## src/rtl/jsp_bus_pkg.sv

```systemverilog
// jsp_bus_pkg: shared responder state encoding and parameter defaults.
package jsp_bus_pkg;
    typedef enum logic [2:0] {
        ST_IDLE,
        ST_WAIT,
        ST_ACCESS,
        ST_ACK,
        ST_GRANT
    } resp_state_t;
    localparam int DEF_WAIT_STATES    = 1;
    localparam int DEF_TIMEOUT_CYCLES = 255;
endpackage

```

## src/rtl/down_counter.sv

```systemverilog
// down_counter: loadable down counter that parks at zero.
module down_counter #(
    parameter int WIDTH = 4
) (
    input  logic             clk,
    input  logic             rst_n,
    input  logic             load,
    input  logic             en,
    input  logic [WIDTH-1:0] load_val,
    output logic             zero
);
    logic [WIDTH-1:0] count;
    assign zero = count == '0;
    always_ff @(posedge clk or negedge rst_n) begin
        if (!rst_n) count <= '0;
        else if (load) count <= load_val;
        else if (en && !zero) count <= count - WIDTH'(1);
    end
endmodule

```

## src/rtl/mem_bus_responder.sv

```systemverilog
// mem_bus_responder: main-bus RAM access sequencer with external-master grant; MEM_RESP_WATCHDOG_EN adds a grant watchdog.
module mem_bus_responder
    import jsp_bus_pkg::*;
#(
    parameter int WAIT_STATES    = DEF_WAIT_STATES,
    parameter int TIMEOUT_CYCLES = DEF_TIMEOUT_CYCLES
) (
    input  logic        clk,
    input  logic        rst_n,
    input  logic        mem_assert_main,
    input  logic        mem_load_main,
    input  logic        bus_request,
    input  logic [15:0] addr,
    input  logic [7:0]  bus_in,
    input  logic [7:0]  ram_rdata,
    output logic [15:0] ram_addr,
    output logic [7:0]  ram_wdata,
    output logic        ram_we,
    output logic        ram_re,
    output logic [7:0]  bus_out,
    output logic        bus_oe,
    output logic        mem_ack,
    output logic        stall,
    output logic        bus_grant,
    output logic        timeout_err
);
    localparam logic [3:0] WAIT_LOAD = 4'(WAIT_STATES > 0 ? WAIT_STATES - 1 : 0);
    resp_state_t state;
    logic        is_read, wait_zero, grant_ok, mem_req;
    logic [7:0]  bus_hold;
    assign mem_req = !mem_assert_main || !mem_load_main;
    // RAM data arrives during ACK, so it is passed through then and held afterwards
    assign bus_out = bus_oe ? ram_rdata : bus_hold;
`ifdef MEM_RESP_WATCHDOG_EN
    logic lockout, wd_zero;
    assign grant_ok = bus_request && !lockout;
    down_counter #(.WIDTH(8)) u_watchdog (
        .clk      (clk),
        .rst_n    (rst_n),
        .load     (state == ST_IDLE && grant_ok),
        .en       (state == ST_GRANT),
        .load_val (8'(TIMEOUT_CYCLES - 1)),
        .zero     (wd_zero)
    );
`else
    assign grant_ok = bus_request;
`endif
    down_counter #(.WIDTH(4)) u_wait (
        .clk      (clk),
        .rst_n    (rst_n),
        .load     (state == ST_IDLE && !grant_ok && mem_req),
        .en       (state == ST_WAIT),
        .load_val (WAIT_LOAD),
        .zero     (wait_zero)
    );
    always_ff @(posedge clk or negedge rst_n) begin
        if (!rst_n) begin
            state       <= ST_IDLE;
            ram_addr    <= '0;
            ram_wdata   <= '0;
            bus_hold    <= '0;
            ram_we      <= 1'b0;
            ram_re      <= 1'b0;
            bus_oe      <= 1'b0;
            mem_ack     <= 1'b1;
            stall       <= 1'b0;
            bus_grant   <= 1'b0;
            timeout_err <= 1'b0;
            is_read     <= 1'b0;
`ifdef MEM_RESP_WATCHDOG_EN
            lockout     <= 1'b0;
`endif
        end else begin
            ram_we  <= 1'b0;
            ram_re  <= 1'b0;
            bus_oe  <= 1'b0;
            mem_ack <= 1'b1;
`ifdef MEM_RESP_WATCHDOG_EN
            if (!bus_request) lockout <= 1'b0;
`endif
            case (state)
                ST_IDLE: begin
                    if (grant_ok) begin
                        state     <= ST_GRANT;
                        bus_grant <= 1'b1;
                        stall     <= 1'b1;
                    end else if (mem_req) begin
                        state       <= WAIT_STATES == 0 ? ST_ACCESS : ST_WAIT;
                        stall       <= 1'b1;
                        ram_addr    <= addr;
                        ram_wdata   <= bus_in;
                        is_read     <= !mem_assert_main;
                        timeout_err <= timeout_err || (!mem_assert_main && !mem_load_main);
                        if (WAIT_STATES == 0) begin
                            ram_re <= !mem_assert_main;
                            ram_we <= mem_assert_main;
                        end
                    end
                end
                ST_WAIT: begin
                    if (wait_zero) begin
                        state  <= ST_ACCESS;
                        ram_re <= is_read;
                        ram_we <= !is_read;
                    end
                end
                ST_ACCESS: begin
                    state   <= ST_ACK;
                    stall   <= 1'b0;
                    mem_ack <= 1'b0;
                    bus_oe  <= is_read;
                end
                ST_ACK: begin
                    state <= ST_IDLE;
                    if (is_read) bus_hold <= ram_rdata;
                end
                ST_GRANT: begin
                    if (!bus_request) begin
                        state     <= ST_IDLE;
                        bus_grant <= 1'b0;
                        stall     <= 1'b0;
                    end
`ifdef MEM_RESP_WATCHDOG_EN
                    else if (wd_zero) begin
                        state       <= ST_IDLE;
                        bus_grant   <= 1'b0;
                        stall       <= 1'b0;
                        timeout_err <= 1'b1;
                        lockout     <= 1'b1;
                    end
`endif
                end
                default: state <= ST_IDLE;
            endcase
        end
    end
endmodule

```

## config.mk

```make
export PLATFORM = sky130hd
export DESIGN_NAME = mem_bus_responder
export DESIGN_NICKNAME = d
export VERILOG_FILES = /design/src/rtl/jsp_bus_pkg.sv /design/src/rtl/down_counter.sv /design/src/rtl/mem_bus_responder.sv
export SDC_FILE = /design/constraint.sdc
export NUM_CORES = 1
export LEC_CHECK = 0
export ABC_AREA = 1
export CORE_MARGIN = 4
export CORE_UTILIZATION = 44
export CTS_CLUSTER_DIAMETER = 100
export DETAILED_ROUTE_END_ITERATION = 10
export PLACE_DENSITY_LB_ADDON = 0.2
export SYNTH_ARGS = -nofsm -noshare
export SYNTH_HDL_FRONTEND = slang
export SYNTH_SLANG_ARGS = --single-unit
```

## constraint.sdc

```tcl
create_clock -name clk -period 1.4 [get_ports clk]
set_clock_uncertainty 0.05 [all_clocks]
set_input_delay 0.21 -clock clk [delete_from_list [all_inputs] [get_ports clk]]
set_output_delay 0.21 -clock clk [all_outputs]
set_load 0.005 [all_outputs]
```

## Yosys cells after proc, flatten, opt, wreduce, memory -nomap -nowiden

Index checks and enable logic that the tools add are counted.

| cells by class | value |
|---|---|
| add/sub/neg operators | 1 |
| multipliers | 0 |
| div/mod/pow operators | 0 |
| order comparisons | 0 |
| equality and inequality tests | 8 |
| shift operators | 0 |
| mux-type cells | 20 |
| bitwise gates (word level) | 1 |
| reductions and logical operators | 21 |

Operators by type and width:

| operator | count |
|---|---|
| 3-bit 2-to-1 mux | 4 |
| 3-bit case mux with 4 select lines | 1 |
| 3-bit AND reduction | 4 |
| 1-bit 2-to-1 mux | 10 |
| 4-bit 2-to-1 mux | 2 |
| 8-bit 2-to-1 mux | 1 |
| 3-bit by 2-bit == test with 1-bit output (second input constant) | 2 |
| 2-bit != test (second input constant) | 3 |
| 1-bit logical NOT | 5 |
| 1-bit logical AND | 4 |
| 4-bit logical NOT | 1 |
| 2-bit nonzero test | 2 |
| 4-bit by 1-bit subtractor with 4-bit output (second input constant) | 1 |
| 3-bit by 1-bit == test with 1-bit output (second input constant) | 1 |
| 3-bit == test (second input constant) | 1 |
| 3-bit logical NOT | 1 |
| 3-bit != test (second input constant) | 1 |
| 1-bit case mux with 3 select lines | 1 |
| 3-bit nonzero test | 1 |
| 1-bit logical OR | 2 |
| 1-bit case mux with 2 select lines | 1 |
| 2-bit AND reduction | 1 |
| 1-bit NOT | 1 |

| word-level totals | value |
|---|---|
| flip-flop bits (word level) | 47 |
| latch bits | 0 |
| bits in writable memories | 0 |
| ROM bits | 0 |
| input bits | 37 |
| output and inout bits | 39 |
| word-level logic and storage cells | 64 |
| memories | 0 |

## Depth between registers and ports, before layout

Gate-level depths: netlist of the first run.

| depth | value |
|---|---|
| word-level depth | 5 |
| mapped depth | 7 |
| gate-level depth less buffers | 7 |

## Cells and area by module

A second synthesis of the first run with hierarchy kept.

| unflattened totals | value |
|---|---|
| cells, all modules | 259 |
| area total of the unflattened synthesis | 2200.9 µm² |

Modules (own cells, without submodules):

| module | times used | cells each | area each (µm²) | sequential area each (µm²) |
|---|---|---|---|---|
| mem_bus_responder | 1 | 213 | 1905.6 | 1077.3 |
| down_counter | 1 | 46 | 295.3 | 100.1 |

## Worst setup path after synthesis of the first run

OpenSTA, ideal clock, no wires.

| timing path | value |
|---|---|
| path kind | register to register |
| from | register state[0] |
| to | register u_wait.count[1] |
| library setup time | 0.121 ns |
| arrival time | 1.083 ns |
| data required time | 1.229 ns |
| setup slack | 0.146 ns |
| stages on the path, launching flop included | 8 |
| path buffers | 1 |
| period minus slack after synthesis | 1.254 ns |
| path through | dfrtp_1 nor2_4 nand2_4 nor2_8 inv_4 buf_6 nand3_1 o21ai_1 |

| on the way | value |
|---|---|
| word-level cells in the longest chain between the ends | 4 |
| elaborated cells between the ends (all ways) | 7 |
| classes of those cells | eq/ne: 1; mux: 1; reduce/logical: 5 |

RTL lines:

| what | line | source |
|---|---|---|
| from (decl) | mem_bus_responder.sv:28 | `resp_state_t state;` |
| from (signal assigned) | mem_bus_responder.sv:88 | `state <= WAIT_STATES == 0 ? ST_ACCESS : ST_WAIT;` |
| 3-bit logical NOT | mem_bus_responder.sv:51 | `.load (state == ST_IDLE && !grant_ok && mem_req),` |
| 1-bit logical AND (2 in a row) | mem_bus_responder.sv:51 |  |
| 4-bit 2-to-1 mux or 2-bit nonzero test (tied branches) | - |  |
| to (signal assigned) | down_counter.sv:16 | `else if (load) count <= load_val;` |
| to (signal assigned) | down_counter.sv:17 | `else if (en && !zero) count <= count - WIDTH'(1);` |
| to (decl) | down_counter.sv:12 | `logic [WIDTH-1:0] count;` |

Several ways; a longest one is shown, not always the timed one.
A chain may end at the register's enable or synchronous reset.

## Worst setup path after layout of the first run

| timing path | value |
|---|---|
| from | register bus_oe |
| to | output port bus_out[1] |

| on the way | value |
|---|---|
| word-level cells in the longest chain between the ends | 1 |

RTL lines:

| what | line | source |
|---|---|---|
| from (decl) | mem_bus_responder.sv:21 | `output logic bus_oe,` |
| from (signal assigned) | mem_bus_responder.sv:111 | `bus_oe <= is_read;` |
| 8-bit 2-to-1 mux | mem_bus_responder.sv:33 | `assign bus_out = bus_oe ? ram_rdata : bus_hold;` |
| to (decl) | mem_bus_responder.sv:20 | `output logic [7:0] bus_out,` |

No other way between the ends.

==> Flow_metrics.wiki, run 1 <==
{| class="wikitable"
! Metric !! Value
|-
| # H-tree levels || 2
|-
| Timing-limited maximum frequency || 0.708 GHz
|-
| Mean cell area of the mapped netlist || approximately 8.6 sq um
|-
| Post-DP Area || between 0.002 and 0.003 sq mm
|-
| FILL cells || roughly 360
|-
| Mapped Cells || between 200 and 250
|-
| Worst relative slew slack || 0.760
|-
| Synthesized cell area || 0.00204 sq mm
|-
| Final Cycle Share || 1.01
|-
| Number of flip-flops and latches in the synthesized netlist || 47
|-
| # Max-Cap Violations || 0
|-
| Top fanout value on the critical path || 8
|-
| ANT nets after route || 0
|-
| Reg2Reg Launch Point || state[1]
|-
| TritonCTS clock tree || built
|-
| Data required time of the critical path || 1.14 ns
|-
| Maximum clock insertion buffer count || 2
|-
| CP Data Arrival Time || between 1 and 1.5 ns
|-
| Worst voltage drop across the vdd grid || approximately 1000 uV
|-
| Class of the worst hold path || input port to asynchronous set/reset pin
|-
| Overall via count from detail_route || about 1800
|-
| Worst hold slack after final layout || roughly 0.3 ns
|-
| 1st-iter DRT viols || 137
|-
| Initial DRT Pass Iterations || 4
|-
| DR vias/cell || roughly 4.7
|-
| Power density over cell area || ~1900 mW/mm^2
|-
| PnR worst setup slack || -0.0134 ns
|-
| Num rows || 24
|-
| Classification of the worst setup path || flip-flop to output pin
|-
| Buffers added on ports || 75
|-
| Clock transition at the registers of the reported paths || approximately 0.09 ns
|-
| Clock latency on the worst-skew pair || ~0.30 ns
|-
| CP Launch Point || bus_oe
|-
| Min Clock Period, post-route || roughly 1.4 ns
|-
| Inst Count DP || 375
|-
| Synthesized net count || ~280
|-
| Number of antenna diodes || 0
|-
| Largest net degree at the start of global routing || 35
|-
| WL final || ~4900 microns
|-
| Total power || ~0.0059 W
|-
| Number of distinct standard cells referenced by the synthesized netlist || 26
|-
| Max-slew violation count || 0
|-
| Setup repair after global routing missed its margin || yes
|-
| Total routing resource utilization after global routing || 0.171
|-
| Run status || finished with violations
|-
| Wire length of the first global-routing pass || 8100 microns
|-
| Detailed-route wire length per cell || 12.4 microns
|-
| Cell Count, Final, Fillers Out || approximately 390
|-
| Crit start category || flip-flop
|-
| Final RePlAce weighted congestion || 0.829
|-
| Detailed Place HPWL || 3470 microns
|-
| Height of the die || 76.0 microns
|-
| Clk root buf || clkbuf_8
|-
| Number of antenna violations at the first check in global routing || 0
|-
| Total overflow reported by the global router || 0
|-
| DR DRC count || 0
|-
| Number of buffers created by CTS || 5
|-
| P&R area growth vs syn || 55.4%
|-
| CTS sink cnt || 47
|-
| Leakage power figure || between 1.5 and 2 nW
|-
| Slew of the pin with the lowest slew margin || 0.360 ns
|-
| Type of element capturing the critical path || output pin
|-
| Floorplan die area || roughly 0.0058 sq mm
|-
| Effective utilization at floorplan || 0.461
|-
| Part of the Yosys area used for sequential elements || 0.578
|-
| Ports || 76
|-
| Synth Warn # || 0
|-
| Setup violations, final || 2
|-
| Accumulated negative setup slack || -0.0200 ns
|-
| Standard cell core area || between 0.004 and 0.005 sq mm
|-
| Failing checks || setup timing
|-
| Post-route cell area || 0.00316 sq mm
|-
| Layout Nets || between 300 and 400
|-
| Proportion of layout cells with a drive suffix above 1 || 0.199
|-
| Hold Violations, Final || 0
|-
| Vias in the first global route || between 1500 and 2000
|-
| Chip Width || about 76 microns
|}
==> worst max-delay path, cell delays in order, from the launching register on <==
cell,delay [ns]
dfrtp_2,0.44
buf_6,0.15
a21oi_1,0.13
buf_2,0.13
==> sequential cells by signal, summed over array words and instances, names as in the netlist <==
name          cells
bus_hold          8
mem_ack           1
ram_re            1
ram_we            1
ram_wdata         8
state             3
u_wait.count      4
timeout_err       1
bus_grant         1
stall             1
bus_oe            1
is_read           1
ram_addr         16
==> synthesized netlist by cell type <==
library cell / instances / share of area
inv_1: 19 / 0.035
buf_4: 2 / 0.0074
nand2_2: 1 / 0.0031
inv_4: 1 / 0.0031
o21ai_2: 1 / 0.0043
nand2_1: 102 / 0.19
dfstp_2: 1 / 0.013
ha_1: 1 / 0.0061
buf_6: 3 / 0.017
nor3_1: 2 / 0.0049
nor2_4: 1 / 0.0055
clkbuf_1: 1 / 0.0018
buf_2: 2 / 0.0049
nand3_1: 9 / 0.022
a21oi_1: 8 / 0.020
o21bai_1: 1 / 0.0037
nand4_2: 1 / 0.0061
o21ai_0: 6 / 0.015
nand4_1: 1 / 0.0031
dfrtp_1: 46 / 0.57
nor2_1: 19 / 0.035
xor2_1: 1 / 0.0043
o21ai_1: 6 / 0.015
inv_2: 1 / 0.0018
nor2_8: 1 / 0.0098
nand2_4: 1 / 0.0055
==> timing repair <==
item,CTS,global route
cloned,0,1
endpoints found under the setup margin,38,13
buffers inserted,8,0
hold buffers,1,0
pin swaps,2,6
endpoints found under the hold margin,13,0
gates resized for setup,65,25
==> cells by family (layout without fill, tap and decap cells) <==
| kind of cell | Yosys count | after routing | share of synthesized area |
|---|---|---|---|
| and+or+nand+nor | 138 | 139 | 0.283 |
| DFF | 47 | 47 | 0.578 |
| buffers and inverters | 29 | 131 | 0.0707 |
| AOI/OAI and AO/OA | 22 | 22 | 0.0572 |
| adders and majority gates | 1 | 1 | 0.00615 |
| xor gates and xnor gates | 1 | 1 | 0.00430 |
==> metal layers <==
metal | GRT usage | wire length (microns)
met5 | 0 | 0
met4 | 0.0480 | 57
met3 | 0.0697 | 369
met2 | 0.282 | 2330
met1 | 0.205 | 2100
==> area by class of cell <==
class / count / area [sq um] / area share
clock buffers: 5 / 68.8 / 0.0217
repair buffers: 102 / 925 / 0.292
flip-flops and latches: 47 / 1180 / 0.372
clock inverters: 3 / 43.8 / 0.0138
multi-input cells: 163 / 802 / 0.253
inverters: 21 / 81.3 / 0.0257
well taps: 52 / 65.1 / 0.0206
==> worst paths after layout <==
kind / endpoint / slack [ns] / depth (start not counted)
hold / removal: ram_addr[0] / 0.31 / 2
setup reg to reg: ram_addr[6] / 0.09 / 7
setup / recovery: bus_out[1] / -0.01 / 3
max in group asynchronous: mem_ack / 0.45 / 3
hold reg to reg: timeout_err / 0.42 / 1
min in group clk: ram_addr[9] / 0.38 / 3
==> cells in the final DEF (no fill, tap or decap), drive strengths merged, types with 2 or more instances in the layout <==
| cell | netlist | routed |
|---|---|---|
| nand2 | 104 | 105 |
| dfrtp | 46 | 46 |
| clkdlybuf4s50 | 0 | 35 |
| buf | 7 | 34 |
| dlygate4sd2 | 0 | 30 |
| inv | 21 | 21 |
| nor2 | 21 | 21 |
| o21ai | 13 | 13 |
| nand3 | 9 | 9 |
| a21oi | 8 | 8 |
| clkbuf | 1 | 6 |
| nor3 | 2 | 2 |
| nand4 | 2 | 2 |
| clkinv | 0 | 2 |
==> through the flow <==
step                      utilization  setup WS [ns]
after floorplan                     -          0.146
after global placement          0.670         -0.223
after detailed placement        0.670         -0.261
after CTS                       0.704         -0.111
after global routing            0.717        -0.0870
final                           0.717        -0.0134
==> power breakdown <==
part / switching, W / internal (W) / total [W]
clock: 0.000476 / 0.000532 / 0.00101
sequential: 0.000383 / 0.00194 / 0.00232
combinational: 0.00122 / 0.00133 / 0.00255
total: 0.00208 / 0.00380 / 0.00589
No activity file was read; power rests on OpenSTA's default activity.
==> run 2: changes to the inputs <==
- SKIP_CTS_REPAIR_TIMING: unset -> 1
==> run 2 against run 1 <==
Compared with the run above: the run still ends with setup timing left; routed wire length rose by 2.9%; setup slack got worse by 0.11 ns; sequential share of layout area fell by 1.3 points; combinational power rose by 6%; clock power barely moved; critical path depth rose by 1; sequential power barely moved; via count rose by 0.11%; sequential cell count did not move; critical path type unchanged; largest cell class unchanged.
==> Flow_metrics.wiki, run 2 (same netlist as run 1, synthesis figures left out) <==
{| class="wikitable"
! Metric !! Value
|-
| Clock transition at the registers of the reported paths || 0.09 ns (about the same)
|-
| DR vias/cell || 4.62 (was 4.65)
|-
| Standard cell core area || 0.00441 sq mm (unchanged)
|-
| Leakage power figure || 2.01 nW (was 1.72 nW)
|-
| PnR worst setup slack || -0.121 ns (was -0.0134 ns)
|-
| Run status || finished with violations (unchanged)
|-
| Post-Route Utilization || 0.743 (was 0.717)
|-
| Hold Violations, Final || 0 (unchanged)
|-
| Layout Nets || 381 (was 378)
|-
| Worst voltage drop across the vdd grid || 1090 uV (was 1050 uV)
|-
| Commonest non-fill, non-tap cell in the layout || nand2_1 (unchanged)
|-
| Commonest non-fill, non-tap cells in the layout || 102 x nand2_1, 45 x dfrtp_1, 35 x clkdlybuf4s50_1 (unchanged)
|-
| Final RePlAce weighted congestion || 0.829 (unchanged)
|-
| CTS sink cnt || 47 (unchanged)
|-
| Effective utilization at floorplan || 0.461 (unchanged)
|-
| Height of the die || 76.0 microns (unchanged)
|-
| TritonCTS clock tree || built (unchanged)
|-
| RR Endpoint || ram_addr[11] (was ram_addr[6])
|-
| Final Cycle Share || 1.09 (was 1.01)
|-
| Reg2Reg Launch Point || state[1] (unchanged)
|-
| Floorplan die area || 0.00578 sq mm (unchanged)
|-
| Num rows || 24 (unchanged)
|-
| Chip Width || 76.0 microns (unchanged)
|-
| Biggest register || ram_addr (unchanged)
|-
| Failing checks || setup timing (unchanged)
|-
| DR DRC count || 0 (unchanged)
|-
| Data required time of the critical path || 1.14 ns (about the same)
|-
| Worst relative slew slack || 0.762 (was 0.760)
|-
| Detailed-route wire length per cell || 12.6 microns (was 12.4 microns)
|-
| Class of the worst hold path || input port to asynchronous set/reset pin (unchanged)
|-
| Timing-limited maximum frequency || 0.657 GHz (was 0.708 GHz)
|-
| Register Area || 0.00118 sq mm (unchanged)
|-
| Reg-to-reg slack, setup || 0.08 ns (was 0.09 ns)
|-
| Initial DRT Pass Iterations || 4 (unchanged)
|-
| Max-slew violation count || 0 (unchanged)
|-
| Buffers added on ports || 75 (unchanged)
|-
| Power density over cell area || 1830 mW/mm^2 (was 1860 mW/mm^2)
|-
| Slew of the pin with the lowest slew margin || 0.356 ns (was 0.360 ns)
|-
| # Max-Cap Violations || 0 (unchanged)
|-
| Accumulated negative setup slack || -0.505 ns (was -0.0200 ns)
|-
| Number of antenna violations at the first check in global routing || 0 (unchanged)
|-
| Total routing resource utilization after global routing || 0.165 (was 0.171)
|-
| FILL cells || 335 (was 357)
|-
| Type of element capturing the critical path || output pin (unchanged)
|-
| Min Clock Period, post-route || 1.52 ns (was 1.41 ns)
|-
| Crit start category || flip-flop (unchanged)
|-
| Proportion of layout cells with a drive suffix above 1 || 0.198 (was 0.199)
|-
| 1st-iter DRT viols || 114 (was 137)
|-
| Maximum clock insertion buffer count || 2 (unchanged)
|-
| CP Data Arrival Time || 1.26 ns (was 1.15 ns)
|-
| Vias in the first global route || 1762 (was 1811)
|-
| Clock latency on the worst-skew pair || 0.30 ns (about the same)
|-
| ANT nets after route || 0 (unchanged)
|-
| P&R area growth vs syn || 61.0% (was 55.4%)
|-
| Classification of the worst setup path || flip-flop to output pin (unchanged)
|-
| # H-tree levels || 2 (unchanged)
|-
| Wire length of the first global-routing pass || 7850 microns (was 8100 microns)
|-
| Largest net degree at the start of global routing || 35 (unchanged)
|-
| Total overflow reported by the global router || 0 (unchanged)
|-
| Area taken by multi-input logic gates || 772 sq um (was 802 sq um)
|-
| Setup repair after global routing missed its margin || yes (unchanged)
|-
| Registers with the most flip-flops || ram_addr: 16 flops, bus_hold: 8 flops, ram_wdata: 8 flops (unchanged)
|-
| Top fanout value on the critical path || 5 (was 8)
|-
| Number of antenna diodes || 0 (unchanged)
|-
| Setup violations, final || 6 (was 2)
|-
| WL final || 5000 microns (was 4860 microns)
|-
| Ports || 76 (unchanged)
|-
| Clk root buf || clkbuf_8 (unchanged)
|-
| Overall via count from detail_route || 1830 (was 1828)
|-
| Flip-flop count of the largest register, all copies and words added || 16 (unchanged)
|-
| Cell count of the worst reg-to-reg path || 7 (unchanged)
|-
| Detailed Place HPWL || 3470 microns (unchanged)
|-
| Number of buffers created by CTS || 5 (unchanged)
|}
## run 2: changes by cell type in the layout (fill, tap and decap cells not counted), moves of 3 or more
cell / before / now
nor2_4: 8 / 3
dlymetal6s2s_1: 1 / 31
nor2_1: 10 / 15
buf_4: 20 / 23
dlygate4sd2_1: 30 / 0
## run 2: report_power, final
group	switching (W)	internal (W)
Sequential	0.000353	0.00194
Combinational	0.00124	0.00146
Clock	0.000469	0.000532
Total	0.00206	0.00394
## run 2: worst max path at each step
stage                       from              end  slack, ns  cells after the start
floorplan               state[0]  u_wait.count[1]       0.15                      7
global placement          bus_oe       bus_out[5]      -0.22                      3
detailed placement  ram_rdata[3]       bus_out[3]      -0.26                      4
CTS                       bus_oe       bus_out[3]      -0.58                      3
global route              bus_oe       bus_out[3]      -0.15                      4
finish                    bus_oe       bus_out[3]      -0.12                      4
## run 2: final cells by class
cell class | count | share of cell area
multi-input cells | 163 | 0.235
flip-flops and latches | 47 | 0.360
clock buffers | 5 | 0.0210
well taps | 52 | 0.0198
repair buffers | 105 | 0.326
inverters | 21 | 0.0248
clock inverters | 3 | 0.0134
## run 2: critical path, cell delays in order (launching register included)
cell and delay [ns]:
dfrtp_2 0.44, buf_6 0.13, buf_4 0.13, a21oi_2 0.13
buf_2 0.13
## run 2: metrics by stage
step	setup slack, ns	std cells	power, W	instance area (sq um)	hold slack, ns
after floorplan	0.146	238	0.00345	2040	-0.136
after global placement	-0.223	375	0.00491	2960	0.0826
after detailed placement	-0.261	375	0.00499	2960	0.0879
after CTS	-0.579	383	0.00601	3070	-0.245
after global routing	-0.155	396	0.00645	3280	0.334
final	-0.121	396	0.00600	3280	0.305
## run 2: layer usage
metal  vias to the layer above  share of wire  GRT usage
met5                         -              0          0
met4                         0          0.011     0.0480
met3                         6          0.076     0.0686
met2                        59           0.49      0.270
met1                       822           0.43      0.200
li1                        943              -          -
